**config.mk**
```make
export PLATFORM = sky130hd
export DESIGN_NAME = subtractor
export DESIGN_NICKNAME = d
export VERILOG_FILES = /design/src/rtl/subtractor.sv
export SDC_FILE = /design/constraint.sdc
export NUM_CORES = 1
export LEC_CHECK = 0
export CAP_MARGIN = 20
export CORE_AREA = 2 2 39 41
export CTS_BUF_LIST = sky130_fd_sc_hd__clkbuf_4 sky130_fd_sc_hd__clkbuf_8
export DETAILED_ROUTE_END_ITERATION = 10
export DIE_AREA = 0 0 41 43
export PLACE_DENSITY = 0.61
export SLEW_MARGIN = 20
export SYNTH_ARGS = -nofsm -noshare
export SYNTH_HDL_FRONTEND = slang
export SYNTH_SLANG_ARGS = --single-unit
export TNS_END_PERCENT = 100
```
**constraint.sdc**
```tcl
create_clock -name i_clock -period 1.9 [get_ports i_clock]
set_input_delay 0.38 -clock i_clock [delete_from_list [all_inputs] [get_ports i_clock]]
set_output_delay 0.38 -clock i_clock [all_outputs]
set_load 0.01 [all_outputs]
```
**src/rtl/subtractor.sv**
```systemverilog
// subtractor: unsigned BITS-wide ripple-borrow subtractor with registered
// outputs and a one-cycle valid strobe.
// Optional build macro SUBTRACTOR_BORROW_IN_EN adds an i_borrow input that
// feeds the bit-0 borrow-in, so words can be chained for wide subtraction.

// One full-subtractor cell of the ripple-borrow chain.
module subtractor_cell (
  input  logic a,
  input  logic b,
  input  logic bin,
  output logic d,
  output logic bout
);
  assign d    = a ^ b ^ bin;
  assign bout = (~a & b) | (~(a ^ b) & bin);
endmodule

module subtractor #(
  parameter int BITS = 4
) (
  input  logic            i_clock,
  input  logic            i_reset,
  input  logic            i_valid,
`ifdef SUBTRACTOR_BORROW_IN_EN
  input  logic            i_borrow,
`endif
  input  logic [BITS-1:0] i_minuend,
  input  logic [BITS-1:0] i_subtrahend,
  output logic            o_valid,
  output logic [BITS-1:0] o_difference,
  output logic            o_borrow
);

  // chain[i] is the borrow into bit i; chain[BITS] is the final borrow-out.
  logic [BITS:0]   chain;
  logic [BITS-1:0] diff;
  logic            valid_q;
  logic [BITS-1:0] diff_q;
  logic            borrow_q;

`ifdef SUBTRACTOR_BORROW_IN_EN
  assign chain[0] = i_borrow;
`else
  assign chain[0] = 1'b0;
`endif

  for (genvar g = 0; g < BITS; g++) begin : g_cell
    subtractor_cell u_cell (
      .a    (i_minuend[g]),
      .b    (i_subtrahend[g]),
      .bin  (chain[g]),
      .d    (diff[g]),
      .bout (chain[g+1])
    );
  end

  // Valid strobe follows i_valid by one cycle; reset clears it.
  always_ff @(posedge i_clock) begin
    if (i_reset) valid_q <= 1'b0;
    else         valid_q <= i_valid;
  end

  // Result registers load only on i_valid and otherwise hold the last result.
  always_ff @(posedge i_clock) begin
    if (i_reset) begin
      diff_q   <= '0;
      borrow_q <= 1'b0;
    end else if (i_valid) begin
      diff_q   <= diff;
      borrow_q <= chain[BITS];
    end
  end

  assign o_valid      = valid_q;
  assign o_difference = diff_q;
  assign o_borrow     = borrow_q;

endmodule

```
* After elaboration in Yosys (flattened, before gate mapping) *
Cells that the tools add are included.

word-level totals
  logic and storage cells = 27
  register bits after elaboration = 6
  input bits = 11

cells by class
  bitwise gates (word level) = 24

operators with widths
  operator           count
  bitwise AND 1 bit  7
  inverter 1 bit     7
  bitwise XOR 1 bit  7
  bitwise OR 1 bit   3

* Logic depth before layout (Yosys ltp) *
  depth in word-level cells = 8
  mapped depth = 10

* Cells and area by module *
A second synthesis with hierarchy kept.

unflattened totals
  cell total of the unflattened synthesis = 35
  area, all modules = 335.3 µm²

modules (own cells, without submodules)
  module           times used  area each (µm²)  cells an instance  seq. area each (µm²)
  subtractor       1           210.2            19                 120.1
  subtractor_cell  4           31.3             4                  0.0

* Worst setup path after synthesis *
Ideal clock, no wire load.

  path kind = input -> register
  start = in i_minuend[0]
  end = reg diff_q[3] (netlist: o_difference[3])
  stages = 10
  buffers on the path = 0
  arrival time = 1.794 ns
  required time = 1.786 ns
  setup slack = -0.008 ns
  path through = inv_1 -> ha_1 -> inv_1 -> fa_1 -> inv_1 -> fa_1 -> inv_1 -> fa_1 -> mux2i_1 -> nor2_1

between the ends
  word-level cells in the longest chain between the ends = 7

RTL lines
  what                             line  RTL
  start: declaration               27    input logic [BITS-1:0] i_minuend,
  inverter 1 bit                   15    assign bout = (~a & b) | (~(a ^ b) & bin);
  bitwise AND 1 bit (2 in series)  15
  bitwise OR 1 bit                 15
  bitwise AND 1 bit                15
  bitwise OR 1 bit                 15
  bitwise XOR 1 bit                14    assign d = a ^ b ^ bin;
  named net g_cell[3].u_cell.d     11    output logic d,
  end signal: assignment           69    diff_q <= diff;
  end: declaration                 38    logic [BITS-1:0] diff_q;

The timed path passes the listed nets, and every way through them passes these cells.
A chain may end at the register's enable or synchronous reset.

* Final worst setup path *
Ends and elaborated chain as after synthesis.

==> impl_metrics.yaml <==
grt:
  grt_usage: 0.08081
  antenna_found_initial: 0
  grt_pass1_wl_um: 910
  grt_overflow: 0
  grt_max_degree: 10
  grt_pass1_vias: 235
worst_hold_path:
  worstHoldPathType: "primary input to register"
  hp-start: "i_subtrahend[0]"
worst_setup_path:
  worstSetupPathType: "primary input to register"
  startpoint: "i_minuend[0]"
  cp_top_family: "adder cells"
  ff2ff_setup_slack_ns: 1.24
  slowest_delay_ns: 0.43
  crit_required_ns: 2.03
  crit_path_frequent_cell: "inv_2"
  path_buf_inv: 5
  slowest_stage: "fa_1"
  rr_startpoint: "o_difference[0]$_SDFFE_PP0P_"
  cp_cell_sequence: "buf_2, inv_1, ha_2, inv_2, fa_2, inv_2, fa_2, inv_2, fa_1, mux2i_1, nor2_1"
  worstPathArrival_ns: 1.94
  cp-end-kind: "register"
  start_kind: "primary input"
  cp_max_fo: 1
timing:
  worst_slew_pin_slew_ns: 0.4279
  finalSetupViolations: 0
  fmax_mhz: 552.6
  rsz0062_at_grt: "no"
  maxSlewViolCount: 0
  relSlewSlack: 0.7138
  finClkSkew_ns: 0
  min_period_over_period: 0.9524
  finalHoldViolCount: 0
  hold-worst-slack_ns: 0.4786
  timing.final.crit_period_ns: 1.810
final_layout:
  area_growth_syn_to_layout_pct: 59.13
  diodes: 0
  drive_above_1_share: 0.3191
  nets: 64
  finish.utilization: 0.3626
run:
  drv_cap: 0
route:
  post_drt_wl_per_cell_um: 9.000
  drtAntennaViolNets: 0
  vias: 247
  drt_wl_total_um: 567
  drc: 0
  drt_iter0_drc: 3
  dr.pass1.iters: 2
  viasPerCell: 3.921
placed_design:
  dp_hpwl_um: 441
  gp_congestion: 0.6398
  io_buffers: 16
logic_synthesis:
  synth_cells: 29
  ys.warnings.count: 0
  synth_top_area_frac: 0.3810
  yosysTopAreaCell: "dfxtp_1"
  synth-edff-count: 0
  ys_ff_latch: 6
  yosysSeqAreaShare: 0.3810
  async_flop_share: 0
  synth.cells.most_frequent: "7 x inv_1, 6 x dfxtp_1, 4 x nor2_1, 3 x a211oi_2, 3 x fa_1"
  synth_ff_type: "dfxtp_1"
  yosysUniqueCellTypes: 10
  syn_nets: 44
  synth_area_um2: 315.3
  synth.most_common_cell: "inv_1"
  avgSynthCellArea_um2: 10.87
  synthTopCellsByArea: "dfxtp_1 38%, fa_1 19%, a211oi_2 12%, inv_1 8.3%, mux2i_1 6.3%"
pwr:
  p_total_mw: 0.3489
  peakVddDrop_uv: 290.8
  p_leak_nw: 0.2151
  power.density_nw_per_um2: 695.4
die:
  die_x_um: 41
  num_rows: 14
  core_area_um2: 1384
  ios: 17
  dieHeight_um: 43
  initial_core_util: 0.2278
  dieArea_um2: 1763
cts:
  ctsHoldBuffers: 0
  clk_pin_slew_ns: 0.05
  clk_latency_ns: 0.24
  clockBufferDepth: 2
  clock-sinks: 6
  post_cts_buffers: 0
  cts_tree: "yes"
  cts_made_buffers: 3
  htreeDepth: 1
  ctsRootBufferMaster: "clkbuf_4"
outcome:
  status: "completed"
## sequential cells by signal, summed over array words and instances, names as in the netlist
signal	cells
o_difference	4
o_valid	1
o_borrow	1
## cell families after synthesis
group	synth area share
buffers and inverters	0.1191
and+or+nand+nor	0.08731
DFF	0.3810
adders and majority gates	0.2302
AOI/OAI and AO/OA	0.1191
muxes	0.06349
## worst min-delay path, cell delays in order
cell and delay [ns]:
buf_2 0.08, ha_2 0.16, a211oi_2 0.05
## metal layers
layer  track usage  wire (um)  up-vias
met5             0          0        -
met4       0.06000          0        0
met3       0.03141         43        0
met2        0.1125        261       10
met1       0.09508        262      111
li1              -          -      126
## what timing repair did
action	CTS	global route
setup endpoints to repair	2	1
pin swaps	5	2
cloned	0	0
gates resized for setup	14	0
## cells in the final DEF (no fill, tap or decap)
cell             count
ha_2                 1
dfxtp_1              6
fa_2                 2
inv_1                4
fa_1                 1
mux2i_1              2
nor2b_1              1
buf_2                2
a211oi_2             3
clkbuf_4             3
inv_2                3
clkdlybuf4s50_1     12
nor2_1               4
nor2_2               1
dlygate4sd2_1        2
## cell type report
cell class              instances  area [um2]
fillers                       160       882.1
multi-input cells              15       165.2
repair buffers                 16       147.6
flip-flops and latches          6       120.1
inverters                       7       26.28
clock buffers                   3       22.52
well taps                      16       20.02
## power by group
group	internal [mW]	switching, mW	total [mW]
Clock	0.0716	0.0487	0.120
Sequential	0.137	0.00551	0.143
Combinational	0.0509	0.0351	0.0860
Total	0.260	0.0892	0.349
## metrics by stage
stage | std cells | cell area [um2] | setup WS [ns] | setup TNS, ns
final | 63 | 501.7 | 0.09046 | 0
after global routing | 63 | 501.7 | 0.003254 | 0
after CTS | 63 | 501.7 | 0.04372 | 0
after detailed placement | 60 | 484.2 | -0.5472 | -1.217
after global placement | 60 | 484.2 | -0.5375 | -1.183
after floorplan | 29 | 315.3 | -0.008358 | -0.008358
## worst paths after layout
kind / endpoint / depth (start not counted)
hold / removal: o_difference[0]$_SDFFE_PP0P_ / 3
hold reg to reg: o_difference[1]$_SDFFE_PP0P_ / 2
setup / recovery: o_difference[3]$_SDFFE_PP0P_ / 11
setup reg to reg: o_difference[0]$_SDFFE_PP0P_ / 2
Power figures use the tool's default switching activity.
